==> src/rtl/muldiv_pkg.sv <==
// Shared definitions for the iterative multiply/divide unit: op encodings,
// FSM states, the divide-by-zero quotient and small op-decoding helpers.
package muldiv_pkg;

  // Widest datapath the shared constants are sized for; users slice down.
  localparam int unsigned MAX_WIDTH = 64;

  typedef enum logic [1:0] {
    OP_MULT  = 2'b00,
    OP_MULTU = 2'b01,
    OP_DIV   = 2'b10,
    OP_DIVU  = 2'b11
  } op_e;

  typedef enum logic [1:0] {
    IDLE  = 2'b00,
    CALC  = 2'b01,
    FIXUP = 2'b10
  } state_e;

  // Quotient reported for a zero divisor (all ones at any width).
  localparam logic [MAX_WIDTH-1:0] DIV0_QUOTIENT = '1;

  function automatic logic op_is_signed(input op_e o);
    return (o == OP_MULT) || (o == OP_DIV);
  endfunction

  function automatic logic op_is_div(input op_e o);
    return (o == OP_DIV) || (o == OP_DIVU);
  endfunction

endpackage

==> src/rtl/muldiv_signfix.sv <==
// Combinational sign handling shared by multiply and divide: operand
// magnitudes on entry, conditional negation of product, quotient and
// remainder on exit.
module muldiv_signfix
  import muldiv_pkg::*;
#(
  parameter int WIDTH = 32
) (
  input  logic               is_signed,
  input  logic [WIDTH-1:0]   operand_a,
  input  logic [WIDTH-1:0]   operand_b,
  output logic [WIDTH-1:0]   abs_a,
  output logic [WIDTH-1:0]   abs_b,
  output logic               neg_a,
  output logic               neg_b,
  input  logic [2*WIDTH-1:0] product,
  input  logic               neg_product,
  input  logic [WIDTH-1:0]   quotient,
  input  logic               neg_quotient,
  input  logic [WIDTH-1:0]   remainder,
  input  logic               neg_remainder,
  output logic [2*WIDTH-1:0] product_fixed,
  output logic [WIDTH-1:0]   quotient_fixed,
  output logic [WIDTH-1:0]   remainder_fixed
);

  // Magnitudes of the incoming operands and sign-corrected results.
  always_comb begin
    // NOTE: every output is assigned on every path, so no latch can be inferred.
    neg_a           = is_signed & operand_a[WIDTH-1];
    neg_b           = is_signed & operand_b[WIDTH-1];
    abs_a           = neg_a ? -operand_a : operand_a;
    abs_b           = neg_b ? -operand_b : operand_b;
    product_fixed   = neg_product   ? -product   : product;
    quotient_fixed  = neg_quotient  ? -quotient  : quotient;
    remainder_fixed = neg_remainder ? -remainder : remainder;
  end

endmodule

==> src/rtl/muldiv_unit.sv <==
// Iterative multiply/divide execute unit producing the HI/LO registers.
// MULT/MULTU use shift-add, DIV/DIVU restoring division, one bit per clock.
// Build option MULDIV_FAST_MULT_EN: multiplies use a single combinational
// multiplier and skip the CALC state; divides are unchanged.
module muldiv_unit
  import muldiv_pkg::*;
#(
  parameter int WIDTH = 32,
  parameter int CNT_W = 6
) (
  input  logic             clock,
  input  logic             reset_n,
  input  logic             start,
  input  logic [1:0]       op,
  input  logic [WIDTH-1:0] operand_a,
  input  logic [WIDTH-1:0] operand_b,
  input  logic             flush,
  input  logic             mthi,
  input  logic             mtlo,
  input  logic [WIDTH-1:0] wdata,
  output logic             busy,
  output logic             done,
  output logic [WIDTH-1:0] hi,
  output logic [WIDTH-1:0] lo
);

  state_e               state;
  logic                 is_div_r;
  logic                 div0_r;
  logic                 neg_res_r;
  logic                 neg_rem_r;
  logic [WIDTH-1:0]     operand_r;   // multiplicand (mult) or divisor (div)
  logic [WIDTH-1:0]     raw_a_r;     // unmodified dividend for divide-by-zero
  logic [2*WIDTH-1:0]   acc_r;
  logic [CNT_W-1:0]     counter_r;
  logic [WIDTH-1:0]     hi_r;
  logic [WIDTH-1:0]     lo_r;
  logic                 done_r;

  op_e                  op_in;
  logic                 start_is_div;
  logic                 start_is_signed;
  logic [WIDTH-1:0]     abs_a;
  logic [WIDTH-1:0]     abs_b;
  logic                 neg_a;
  logic                 neg_b;
  logic [2*WIDTH-1:0]   product_fixed;
  logic [WIDTH-1:0]     quotient_fixed;
  logic [WIDTH-1:0]     remainder_fixed;

  logic [WIDTH:0]       mul_sum;
  logic [WIDTH:0]       div_trial;
  logic [WIDTH:0]       div_diff;
  logic                 div_ge;
  logic [WIDTH-1:0]     div_rem;
  logic [2*WIDTH-1:0]   acc_next;

  assign op_in           = op_e'(op);
  assign start_is_div    = op_is_div(op_in);
  assign start_is_signed = op_is_signed(op_in);

  assign busy = (state != IDLE);
  assign done = done_r;
  assign hi   = hi_r;
  assign lo   = lo_r;

  // Entry uses the live operands; exit uses the accumulator halves
  // (quotient in the low half, remainder in the high half for divides).
  muldiv_signfix #(.WIDTH(WIDTH)) u_signfix (
    .is_signed       (start_is_signed),
    .operand_a       (operand_a),
    .operand_b       (operand_b),
    .abs_a           (abs_a),
    .abs_b           (abs_b),
    .neg_a           (neg_a),
    .neg_b           (neg_b),
    .product         (acc_r),
    .neg_product     (neg_res_r),
    .quotient        (acc_r[WIDTH-1:0]),
    .neg_quotient    (neg_res_r),
    .remainder       (acc_r[2*WIDTH-1:WIDTH]),
    .neg_remainder   (neg_rem_r),
    .product_fixed   (product_fixed),
    .quotient_fixed  (quotient_fixed),
    .remainder_fixed (remainder_fixed)
  );

  // One iteration step: shift-add for multiply, restoring subtract for divide.
  always_comb begin
    mul_sum   = {1'b0, acc_r[2*WIDTH-1:WIDTH]}
              + {1'b0, (acc_r[0] ? operand_r : {WIDTH{1'b0}})};
    div_trial = acc_r[2*WIDTH-1:WIDTH-1];
    div_diff  = div_trial - {1'b0, operand_r};
    div_ge    = ~div_diff[WIDTH];
    div_rem   = div_ge ? div_diff[WIDTH-1:0] : div_trial[WIDTH-1:0];
    if (is_div_r) begin
      acc_next = {div_rem, acc_r[WIDTH-2:0], div_ge};
    end else begin
      acc_next = {mul_sum, acc_r[WIDTH-1:1]};
    end
  end

  // Control FSM with the datapath registers and the HI/LO architectural state.
  always_ff @(posedge clock or negedge reset_n) begin
    if (!reset_n) begin
      state     <= IDLE;
      is_div_r  <= 1'b0;
      div0_r    <= 1'b0;
      neg_res_r <= 1'b0;
      neg_rem_r <= 1'b0;
      operand_r <= '0;
      raw_a_r   <= '0;
      acc_r     <= '0;
      counter_r <= '0;
      hi_r      <= '0;
      lo_r      <= '0;
      done_r    <= 1'b0;
    end else begin
      // NOTE: non-blocking assignments so every register samples pre-edge values.
      done_r <= 1'b0;
      case (state)
        IDLE: begin
          if (mthi) hi_r <= wdata;
          if (mtlo) lo_r <= wdata;
          if (start && !flush) begin
            is_div_r  <= start_is_div;
            div0_r    <= start_is_div && (operand_b == '0);
            neg_res_r <= neg_a ^ neg_b;
            neg_rem_r <= neg_a;
            raw_a_r   <= operand_a;
            counter_r <= '0;
            if (start_is_div) begin
              acc_r     <= {{WIDTH{1'b0}}, abs_a};
              operand_r <= abs_b;
              state     <= CALC;
            end else begin
`ifdef MULDIV_FAST_MULT_EN
              acc_r     <= {{WIDTH{1'b0}}, abs_a} * {{WIDTH{1'b0}}, abs_b};
              operand_r <= abs_a;
              state     <= FIXUP;
`else
              acc_r     <= {{WIDTH{1'b0}}, abs_b};
              operand_r <= abs_a;
              state     <= CALC;
`endif
            end
          end
        end
        CALC: begin
          if (flush) begin
            state <= IDLE;
          end else begin
            acc_r     <= acc_next;
            counter_r <= counter_r + CNT_W'(1);
            if (counter_r == CNT_W'(WIDTH - 1)) state <= FIXUP;
          end
        end
        FIXUP: begin
          state <= IDLE;
          if (!flush) begin
            done_r <= 1'b1;
            if (!is_div_r) begin
              hi_r <= product_fixed[2*WIDTH-1:WIDTH];
              lo_r <= product_fixed[WIDTH-1:0];
            end else if (div0_r) begin
              hi_r <= raw_a_r;
              lo_r <= DIV0_QUOTIENT[WIDTH-1:0];
            end else begin
              hi_r <= remainder_fixed;
              lo_r <= quotient_fixed;
            end
          end
        end
        default: state <= IDLE;
      endcase
    end
  end

endmodule

==> config.mk <==
export PLATFORM = sky130hd
export DESIGN_NAME = muldiv_unit
export DESIGN_NICKNAME = d
export VERILOG_FILES = /design/src/rtl/muldiv_pkg.sv /design/src/rtl/muldiv_signfix.sv /design/src/rtl/muldiv_unit.sv
export SDC_FILE = /design/constraint.sdc
export NUM_CORES = 1
export LEC_CHECK = 0
export BUFFER_PORTS_ARGS = -buffer_cell sky130_fd_sc_hd__buf_2
export CORE_MARGIN = 3
export CORE_UTILIZATION = 40
export CTS_CLUSTER_DIAMETER = 40
export DETAILED_ROUTE_END_ITERATION = 6
export GPL_TIMING_DRIVEN = 0
export SETUP_SLACK_MARGIN = 0.4
export SYNTH_ARGS = -nofsm -noshare
export SYNTH_HDL_FRONTEND = slang
export SYNTH_SLANG_ARGS = --single-unit
==> constraint.sdc <==
create_clock -name clock -period 3.91 [get_ports clock]
set_input_delay 0 -clock clock [delete_from_list [all_inputs] [get_ports clock]]
set_output_delay 0 -clock clock [all_outputs]
set_load 0.01 [all_outputs]
# Word-level counts from Yosys, hierarchy flattened
# Index checks and enable logic that the tools add are counted.
word_totals:
  register_bits: 205
op_classes:
  n_eq_ne: 11
  n_addsub: 8
  n_reduce_logical: 16
  n_bitwise: 4
  muxes: 32
op_table:
  columns: ["operator", "n"]
  rows:
  - ["$mux W32", 16]
  - ["$mux W64", 4]
  - ["$neg A32 Y32", 4]
  - ["$pmux W32 S2", 2]
  - ["$pmux W64 S2", 1]
  - ["$neg A64 Y64", 1]
  - ["$add A32 B32 Y33", 1]
  - ["$sub A33 B32 Y33", 1]
  - ["$logic_not A32 Y1", 1]
  - ["$mux W6", 2]
  - ["$pmux W6 S2", 1]
  - ["$ne A2 B2 Y1 const B", 5]
  - ["$reduce_and A3 Y1", 3]
  - ["$add A6 B1 Y6 const B", 1]
  - ["$eq A2 B2 Y1 const B", 3]
  - ["$eq A6 B5 Y1 const B", 1]
  - ["$mux W2", 3]
  - ["$reduce_bool A2 Y1", 3]
  - ["$logic_not A2 Y1", 2]
  - ["$pmux W2 S2", 1]
  - ["$reduce_and A2 Y1", 2]
  - ["$ne A3 B3 Y1 const B", 1]
  - ["$and A1 B1 Y1", 2]
  - ["$eq A2 B1 Y1 const B", 1]
  - ["6 further kinds", 9]

# Depth between registers and ports, before layout
# Gate-level depths: netlist (run 1).
depth:
  word_depth: 7
  mapped_depth: 15
  mapped_depth_nobuf: 13

# Modules after synthesis
# From an unflattened synthesis (run 1), not the netlist that was laid out.
unflattened:
  hier_cells: 2291
  area_unflattened_um2: 18351.4
by_module_without_submodules:
  columns: ["module", "area_per_inst_um2", "instances", "seq_area_each_um2", "cells_each"]
  rows:
  - ["muldiv_unit", 14283.7, 1, 5129.9, 1688]
  - ["muldiv_signfix", 4067.7, 1, 0.0, 603]

# Worst setup path before layout (run 1)
# OpenSTA, ideal clock, no wires.
synth_path:
  path_kind: "reg2reg"
  from: "reg acc_r[0]"
  to: "reg acc_r[59]"
  n_path_buf: 1
  path_slack_ns: 0.685
  required_ns: 3.823
  synth_period_minus_slack_ns: 3.225
  path_stages_with_launch: 14
  setup_ns: 0.087
  t_arrival_ns: 3.138
  cell_sequence: "dfrtp_1 -> inv_1 -> clkbuf_1 -> nor2_1 -> ha_1 -> a21o_1 -> a21o_1 -> a2111oi_0 -> nor3b_1 -> a21oi_1 -> a21oi_1 -> a41oi_1 -> mux2_2 -> o211ai_1"
synth_between:
  elab_chain_len: 5
synth_lines:
  columns: ["item", "line", "source"]
  rows:
  - ["start: declaration", "muldiv_unit.sv:34", "logic [2*WIDTH-1:0] acc_r;"]
  - ["start signal: assignment", "muldiv_unit.sv:133", "acc_r <= {{WIDTH{1'b0}}, abs_a};"]
  - ["start signal: assignment", "muldiv_unit.sv:142", "acc_r <= {{WIDTH{1'b0}}, abs_b};"]
  - ["start signal: assignment", "muldiv_unit.sv:153", "acc_r <= acc_next;"]
  - ["$mux W32", "muldiv_unit.sv:91", "+ {1'b0, (acc_r[0] ? operand_r : {WIDTH{1'b0}})};"]
  - ["$add A32 B32 Y33", "muldiv_unit.sv:91", null]
  - ["$mux W64", "muldiv_unit.sv:96", "if (is_div_r) begin"]
  - ["$mux W64", "muldiv_unit.sv:150", "if (flush) begin"]
  - ["$pmux W64 S2", "muldiv_unit.sv:121", "case (state)"]
# Every way passes these cells. The select of a mux whose other input is x is not followed.
# A chain may end at the register's enable or synchronous reset.

# Final worst setup path (run 1)
layout_path:
  from: "reg acc_r[0]"
  to: "reg acc_r[62]"
# The elaborated chain is that of the path after synthesis.

==> metrics.txt, run 1 <==
GRT Resource Usage Total 0.347; largest voltage drop on the vdd net 0.405 mV; starting density of the core 0.408; worst-case clock skew 21.2 ps; count of input and output buffers 168; GRT overflow 0; terminus of the critical flop-to-flop path acc_r[62]; power share of the combinational group 0.546; TritonCTS clock tree built; number of placement rows 76; Worst Max-Slew Pin Slew 1180 ps; largest net degree at the start of global routing 118; Die Y 216 um; sequential fraction of the synthesis area 0.290; overall die width 216 um; number of nets in the finished design 2838; Rel. slew slack 0.211; antenna cell count 0; static leakage 0.00947 uW; post-synthesis compound-gate area fraction 0.257; initial antenna violation count 0; RSZ-0062 raised after global routing yes; Starting DRT DRC Count 2274; reported max-cap violation count 0; number of global-route vias before repair 19196; Cell Area, Synth 0.0177 sq mm; worst setup path end acc_r[62]; Post-Place Cells 3106; net count of the mapped netlist 2527; mean number of vias per cell 6.05; area growth from synthesis to layout 24.4%; critical-path cell list clkinvlp_4, buf_6, nor2_1, ha_1, and3_1, and2_1, o21ai_0, nand3b_1, o21ba_2, or4b_1, a21o_1, a31o_2, a21boi_1; final setup violation count 0; placeable core region 0.0434 sq mm; Root Driver sky130_fd_sc_hd__clkbuf_16; Clock Sinks 205; clock latency of the later-clocked register in the worst-skew pair 560 ps; minimum clock period after layout 3510 ps; power per cell area 705 mW/mm^2; Async SR Flop Fraction 1.00; nature of the critical path endpoint flip-flop; Top FF cell, synth sky130_fd_sc_hd__dfrtp_1; first-pass GRT wire length 123 mm; startpoint type of the worst setup path flip-flop; total wire length 83.4 mm; mux cell area share after synthesis 0.0351; Hold Worst Slack 38.5 ps; total of warnings raised by yosys 0; Hold/Removal Path Class in2async; # IOs 170; post-synthesis area per instance 7.52 sq um; routed wire length per instance 25.4 um; outcome completed; CP Class reg2reg; maximum root-to-sink buffer count 3; CP max-delay cell sky130_fd_sc_hd__or4b_1; Data arrival, critical path 3940 ps; Adder-Cell Fraction of Synth Area 0.0511; Synth cell types 96; CTS Buf Count 43; sum of internal, switching and leakage power 15500 uW; share of final-layout standard cells stronger than drive strength 1 0.143; net switching share of the total power 0.472; source of the worst register-to-register timing path acc_r[0]; Synth Area in XOR/XNOR 0.0897; detailed-route via count 19869; number of nets still failing antenna checks after routing 0; origin of the worst setup path acc_r[0]; library cell occupying the most area in the post-synthesis netlist sky130_fd_sc_hd__dfrtp_1; routability cong. 1.00; share of synthesized cell area in and, or, nand and nor gates 0.219; clock share of power 0.241; residual DRC count 0; internal power of the cells 8190 uW; Flop pwr share 0.213; longest individual stage delay on the worst path 550 ps; most area-consuming cells after synthesis sky130_fd_sc_hd__dfrtp_1 (29%), sky130_fd_sc_hd__nand2_1 (7.2%), sky130_fd_sc_hd__o21ai_0 (6.7%); hold violation total from the final report 0; post-synth top area share 0.290; clock-pin slew reported for the worst setup and hold paths after clock tree synthesis 60 ps; Seq cells post-synth 205; # fillers 4348; combinational family with the most area after synthesis compound AO/OA/AOI/OAI gates; number of enable flip-flop cells after synthesis 0; first-pass iteration count of the detailed router 6; final critical-path share of the clock period 0.898; Post-Layout Cell Count 3283; power dissipated by switching net loads 7330 uW; Post-Synthesis Cells 2352; maximum net fanout on the critical path 10; cells on worst reg2reg path 13; depth of the CTS H-tree 2; Worst R2R Setup Slack 400 ps; fin. max-slew vios 0; achievable frequency 285 MHz; detailed-placement wirelength estimate 65.4 mm; Die Footprint 0.0468 sq mm; required time at the endpoint of the critical path 4330 ps
## state kept, by name (all words and copies together), names as in the netlist
register   flops
acc_r         64
counter_r      6
div0_r         1
done           1
hi            32
is_div_r       1
lo            32
neg_rem_r      1
neg_res_r      1
operand_r     32
raw_a_r       32
state          2
## worst min path at each step
stage | from | endpoint | slack (ps) | cells after the start
after global routing | operand_b[4] | operand_r[4] | 40 | 4
after floorplan | reset_n | acc_r[0] | -300 | 0
after detailed placement | reset_n | lo[19] | 70 | 1
final | reset_n | lo[19] | 40 | 2
after CTS | operand_b[4] | operand_r[4] | 10 | 4
after global placement | operand_a[13] | raw_a_r[13] | 250 | 3
## critical path, delay by kind of cell, from the launching register on
| kind | cells | cell delay, ps |
|---|---|---|
| simple gates | 5 | 1300 |
| compound gates | 5 | 940 |
| buf+inv | 2 | 460 |
| flops | 1 | 390 |
| fa+ha+maj | 1 | 300 |
## cells in the final DEF, fill, tap and decap left out, types with 9 or more instances in the layout
cell type / n
sky130_fd_sc_hd__a211oi_1: 17
sky130_fd_sc_hd__a21o_1: 28
sky130_fd_sc_hd__a21oi_1: 215
sky130_fd_sc_hd__a221o_1: 11
sky130_fd_sc_hd__a22oi_1: 11
sky130_fd_sc_hd__a31oi_1: 23
sky130_fd_sc_hd__and2_1: 10
sky130_fd_sc_hd__and3_1: 12
sky130_fd_sc_hd__buf_1: 11
sky130_fd_sc_hd__buf_2: 175
sky130_fd_sc_hd__buf_4: 18
sky130_fd_sc_hd__clkbuf_1: 124
sky130_fd_sc_hd__clkbuf_16: 43
sky130_fd_sc_hd__dfrtp_1: 199
sky130_fd_sc_hd__dlygate4sd3_1: 81
sky130_fd_sc_hd__ha_1: 66
sky130_fd_sc_hd__inv_1: 71
sky130_fd_sc_hd__inv_6: 9
sky130_fd_sc_hd__mux2i_1: 53
sky130_fd_sc_hd__nand2_1: 337
sky130_fd_sc_hd__nand2b_1: 27
sky130_fd_sc_hd__nand3_1: 36
sky130_fd_sc_hd__nand4_1: 9
sky130_fd_sc_hd__nor2_1: 237
sky130_fd_sc_hd__nor2b_1: 19
sky130_fd_sc_hd__nor3_1: 35
sky130_fd_sc_hd__nor4_1: 14
sky130_fd_sc_hd__o211ai_1: 45
sky130_fd_sc_hd__o21ai_0: 232
sky130_fd_sc_hd__o21ai_1: 31
sky130_fd_sc_hd__o22ai_1: 43
sky130_fd_sc_hd__o31ai_1: 21
sky130_fd_sc_hd__or2_2: 13
sky130_fd_sc_hd__or3_1: 16
sky130_fd_sc_hd__or4_1: 13
sky130_fd_sc_hd__xnor2_1: 97
sky130_fd_sc_hd__xor2_1: 84
## metrics by stage
stage	setup slack (ps)	utilization	setup TNS, ps	instance area (sq um)
after floorplan	685	-	0	17700
after global placement	-791	0.444	-158670	19300
after detailed placement	-356	0.445	-6070	19300
after CTS	360	0.501	0	21700
after global routing	358	0.507	0	22000
final	397	0.507	0	22000
## layer usage
layer	up-vias	GRT usage	routed length (um)
met5	-	0	0
met4	0	0.148	3950
met3	196	0.0543	7230
met2	1055	0.536	36200
met1	9632	0.483	36000
li1	8986	-	-
## synthesized netlist by cell type, drive strengths merged (45+ instances only)
cell    count
mux2i      53
a21oi     225
clkbuf    135
xor2       84
nor2      237
o211ai     45
ha         69
xnor2      97
inv        76
o21ai     266
nand2     337
dfrtp     205
## logic make-up (layout without fill, tap and decap cells)
kind of cell	count (synthesis)	in the layout
fa+ha+maj	71	71
buf+inv	240	586
compound gates	762	762
mux	61	61
flops	205	205
simple gates	832	832
xor+xnor	181	181
## what timing repair did
action	in CTS	in global routing
endpoints found under the setup margin	54	38
hold endpoints to repair	200	0
resized for setup	35	56
cloned	0	0
setup buffers	6	10
hold buffers	81	0
pin swaps	4	14
## area by class of cell
type	count	area, sq um	area share
timing repair buffer	266	1810	0.0822
inverter	78	303	0.0138
clock inverter	31	348	0.0158
buffer	162	790	0.0359
multi-input combinational	1907	11800	0.535
tap	585	732	0.0333
sequential	205	5140	0.234
clock buffer	49	1120	0.0508
## power by group through the flow
stage / sequential [uW] / combinational [uW] / clock [uW]
6_report: 3310 / 8470 / 3740
5_1_grt: 3350 / 9150 / 3880
4_1_cts: 3280 / 8000 / 3780
3_5_place_dp: 3320 / 7730 / 0
3_3_place_gp: 3310 / 7700 / 0
2_1_floorplan: 3070 / 5370 / 0
No activity file was read; power rests on OpenSTA's default activity.
==> run 2: changes to the inputs <==
Settings changed: PLACE_DENSITY set to 0.54.
==> run 2 against run 1 <==
Sequential power is essentially flat; utilization grew 0.58 points; global-route usage grew 0.26 points; hold slack lost 17 ps; clock-buffer cell count grew 4; clock power grew 10%.
==> metrics.txt, run 2 (same netlist as run 1, synthesis figures left out) <==
achievable frequency 288 MHz; first-pass iteration count of the detailed router 6; cells on worst reg2reg path 13; CP Class reg2reg; outcome completed; largest net degree at the start of global routing 105; GRT Resource Usage Total 0.349; count of input and output buffers 168; reported max-cap violation count 0; total wire length 83.7 mm; routed wire length per instance 25.4 um; Hold/Removal Path Class in2reg; number of nets still failing antenna checks after routing 0; Starting DRT DRC Count 2186; Rel. slew slack 0.188; number of cells traversed by the worst hold path 4; Buffers & Inverters on Critical Path 2; utilization of the core after routing 0.513; WHS Endpoint operand_r[12]; number of nets in the finished design 2848; M3 GR Usage 0.0631; RSZ-0062 raised after global routing yes; commonest cells after routing, fill and taps aside sky130_fd_sc_hd__nand2_1 (337), sky130_fd_sc_hd__nor2_1 (235), sky130_fd_sc_hd__o21ai_0 (229), sky130_fd_sc_hd__a21oi_1 (215), sky130_fd_sc_hd__dfrtp_1 (198); fin. max-slew vios 0; largest reg by FF count acc_r; global-route track usage on met2 0.530; source of the worst register-to-register timing path acc_r[0]; minimum clock period after layout 3470 ps; startpoint type of the worst setup path flip-flop; depth of the CTS H-tree 2; share of final-layout standard cells stronger than drive strength 1 0.151; power per cell area 718 mW/mm^2; clock latency of the later-clocked register in the worst-skew pair 570 ps; detailed-route via count 19513; initial antenna violation count 0; starting density of the core 0.408; Data arrival, critical path 3900 ps; area growth from synthesis to layout 25.9%; worst-case clock skew 22.0 ps; fraction of met1 tracks used by global routing 0.487; Clock Sinks 205; most frequent standard cell in the layout excluding fill and tap cells sky130_fd_sc_hd__nand2_1; placeable core region 0.0434 sq mm; nature of the critical path endpoint flip-flop; antenna cell count 0; # IOs 170; Worst R2R Setup Slack 440 ps; overall die width 216 um; crit-path leading delay family compound AO/OA/AOI/OAI gates; mean number of vias per cell 5.92; terminus of the critical flop-to-flop path acc_r[62]; area of placed instances 0.0193 sq mm; hold violation total from the final report 0; clock-pin slew reported for the worst setup and hold paths after clock tree synthesis 50 ps; longest individual stage delay on the worst path 540 ps; number of placement rows 76; Worst Max-Slew Pin Slew 1220 ps; critical-path cell list clkinvlp_4, buf_8, nor2_1, ha_4, o21ai_1, a221oi_2, a211oi_2, a21oi_2, o21ba_2, or4b_1, a21o_1, a31o_2, a21boi_1; number of flip-flops in the largest register 64; area of all placed cells without fillers 0.0223 sq mm; first-pass GRT wire length 123 mm; final setup violation count 0; required time at the endpoint of the critical path 4340 ps; routability cong. 1.00; maximum root-to-sink buffer count 3; maximum net fanout on the critical path 6; number of global-route vias before repair 18887; start point of the worst min-delay path operand_b[12]; most congested layer reported by global routing met2; GRT overflow 0; largest voltage drop on the vdd net 0.495 mV; CP max-delay cell sky130_fd_sc_hd__or4b_1; static leakage 0.00954 uW; detailed-placement wirelength estimate 66.3 mm; final critical-path share of the clock period 0.887; CTS Buf Count 47; TritonCTS clock tree built; Die Footprint 0.0468 sq mm; residual DRC count 0; Root Driver sky130_fd_sc_hd__clkbuf_16; Die Y 216 um; final sum of negative setup slack 0 ps
## run 2: power by group
group	leakage (uW)	internal, uW	total (uW)	switching, uW
registers	0.00251	2630	3300	677
clock network	0.000783	2730	4120	1390
logic	0.00625	3180	8550	5370
total	0.00954	8540	16000	7440
## run 2: per-stage QoR
step,instances,power [uW],setup WS (ps),hold WS [ps]
2_1_floorplan,2352,8440,685,-296
3_3_place_gp,3105,11100,-832,270
3_5_place_dp,3106,11100,-557,109
4_1_cts,3282,15500,252,14.6
5_1_grt,3294,16800,333,34.1
6_report,3294,16000,442,21.7
## run 2: what timing repair did
action | CTS | global route
pin swaps | 8 | 14
gates cloned | 0 | 0
buffers inserted | 6 | 12
hold buffers | 85 | 0
gates resized for setup | 40 | 68
endpoints found under the setup margin | 56 | 42
endpoints found under the hold margin | 220 | 0
## run 2: layout make-up
class	count	area, sq um
Fill cell	4374	21100
Multi-Input combinational cell	1907	11800
Sequential cell	205	5140
Timing Repair Buffer	272	1860
Clock buffer	53	1260
Buffer	162	786
Tap cell	585	732
Clock inverter	32	379
Inverter	78	303
## run 2: worst max path at each step
stage | from | cells past startpoint | endpoint | slack (ps)
after floorplan | acc_r[0] | 13 | acc_r[59] | 690
after global placement | reset_n | 1 | operand_r[18] | -830
after detailed placement | acc_r[31] | 12 | acc_r[62] | -560
after CTS | acc_r[0] | 13 | acc_r[62] | 250
after global routing | acc_r[0] | 13 | acc_r[62] | 330
final | acc_r[0] | 13 | acc_r[62] | 440
## run 2: routing by layer
layer,vias to the layer above,part of all wire
li1,9006,-
met1,9393,0.44
met2,945,0.43
met3,169,0.081
met4,0,0.049
met5,-,0
## run 2: worst register-to-register path: stages (launching register included)
cell,delay [ps]
sky130_fd_sc_hd__dfrtp_2,390
sky130_fd_sc_hd__clkinvlp_4,220
sky130_fd_sc_hd__buf_8,210
sky130_fd_sc_hd__nor2_1,200
sky130_fd_sc_hd__ha_4,260
sky130_fd_sc_hd__o21ai_1,210
sky130_fd_sc_hd__a221oi_2,110
sky130_fd_sc_hd__a211oi_2,300
sky130_fd_sc_hd__a21oi_2,150
sky130_fd_sc_hd__o21ba_2,240
sky130_fd_sc_hd__or4b_1,550
sky130_fd_sc_hd__a21o_1,170
sky130_fd_sc_hd__a31o_2,210
sky130_fd_sc_hd__a21boi_1,120
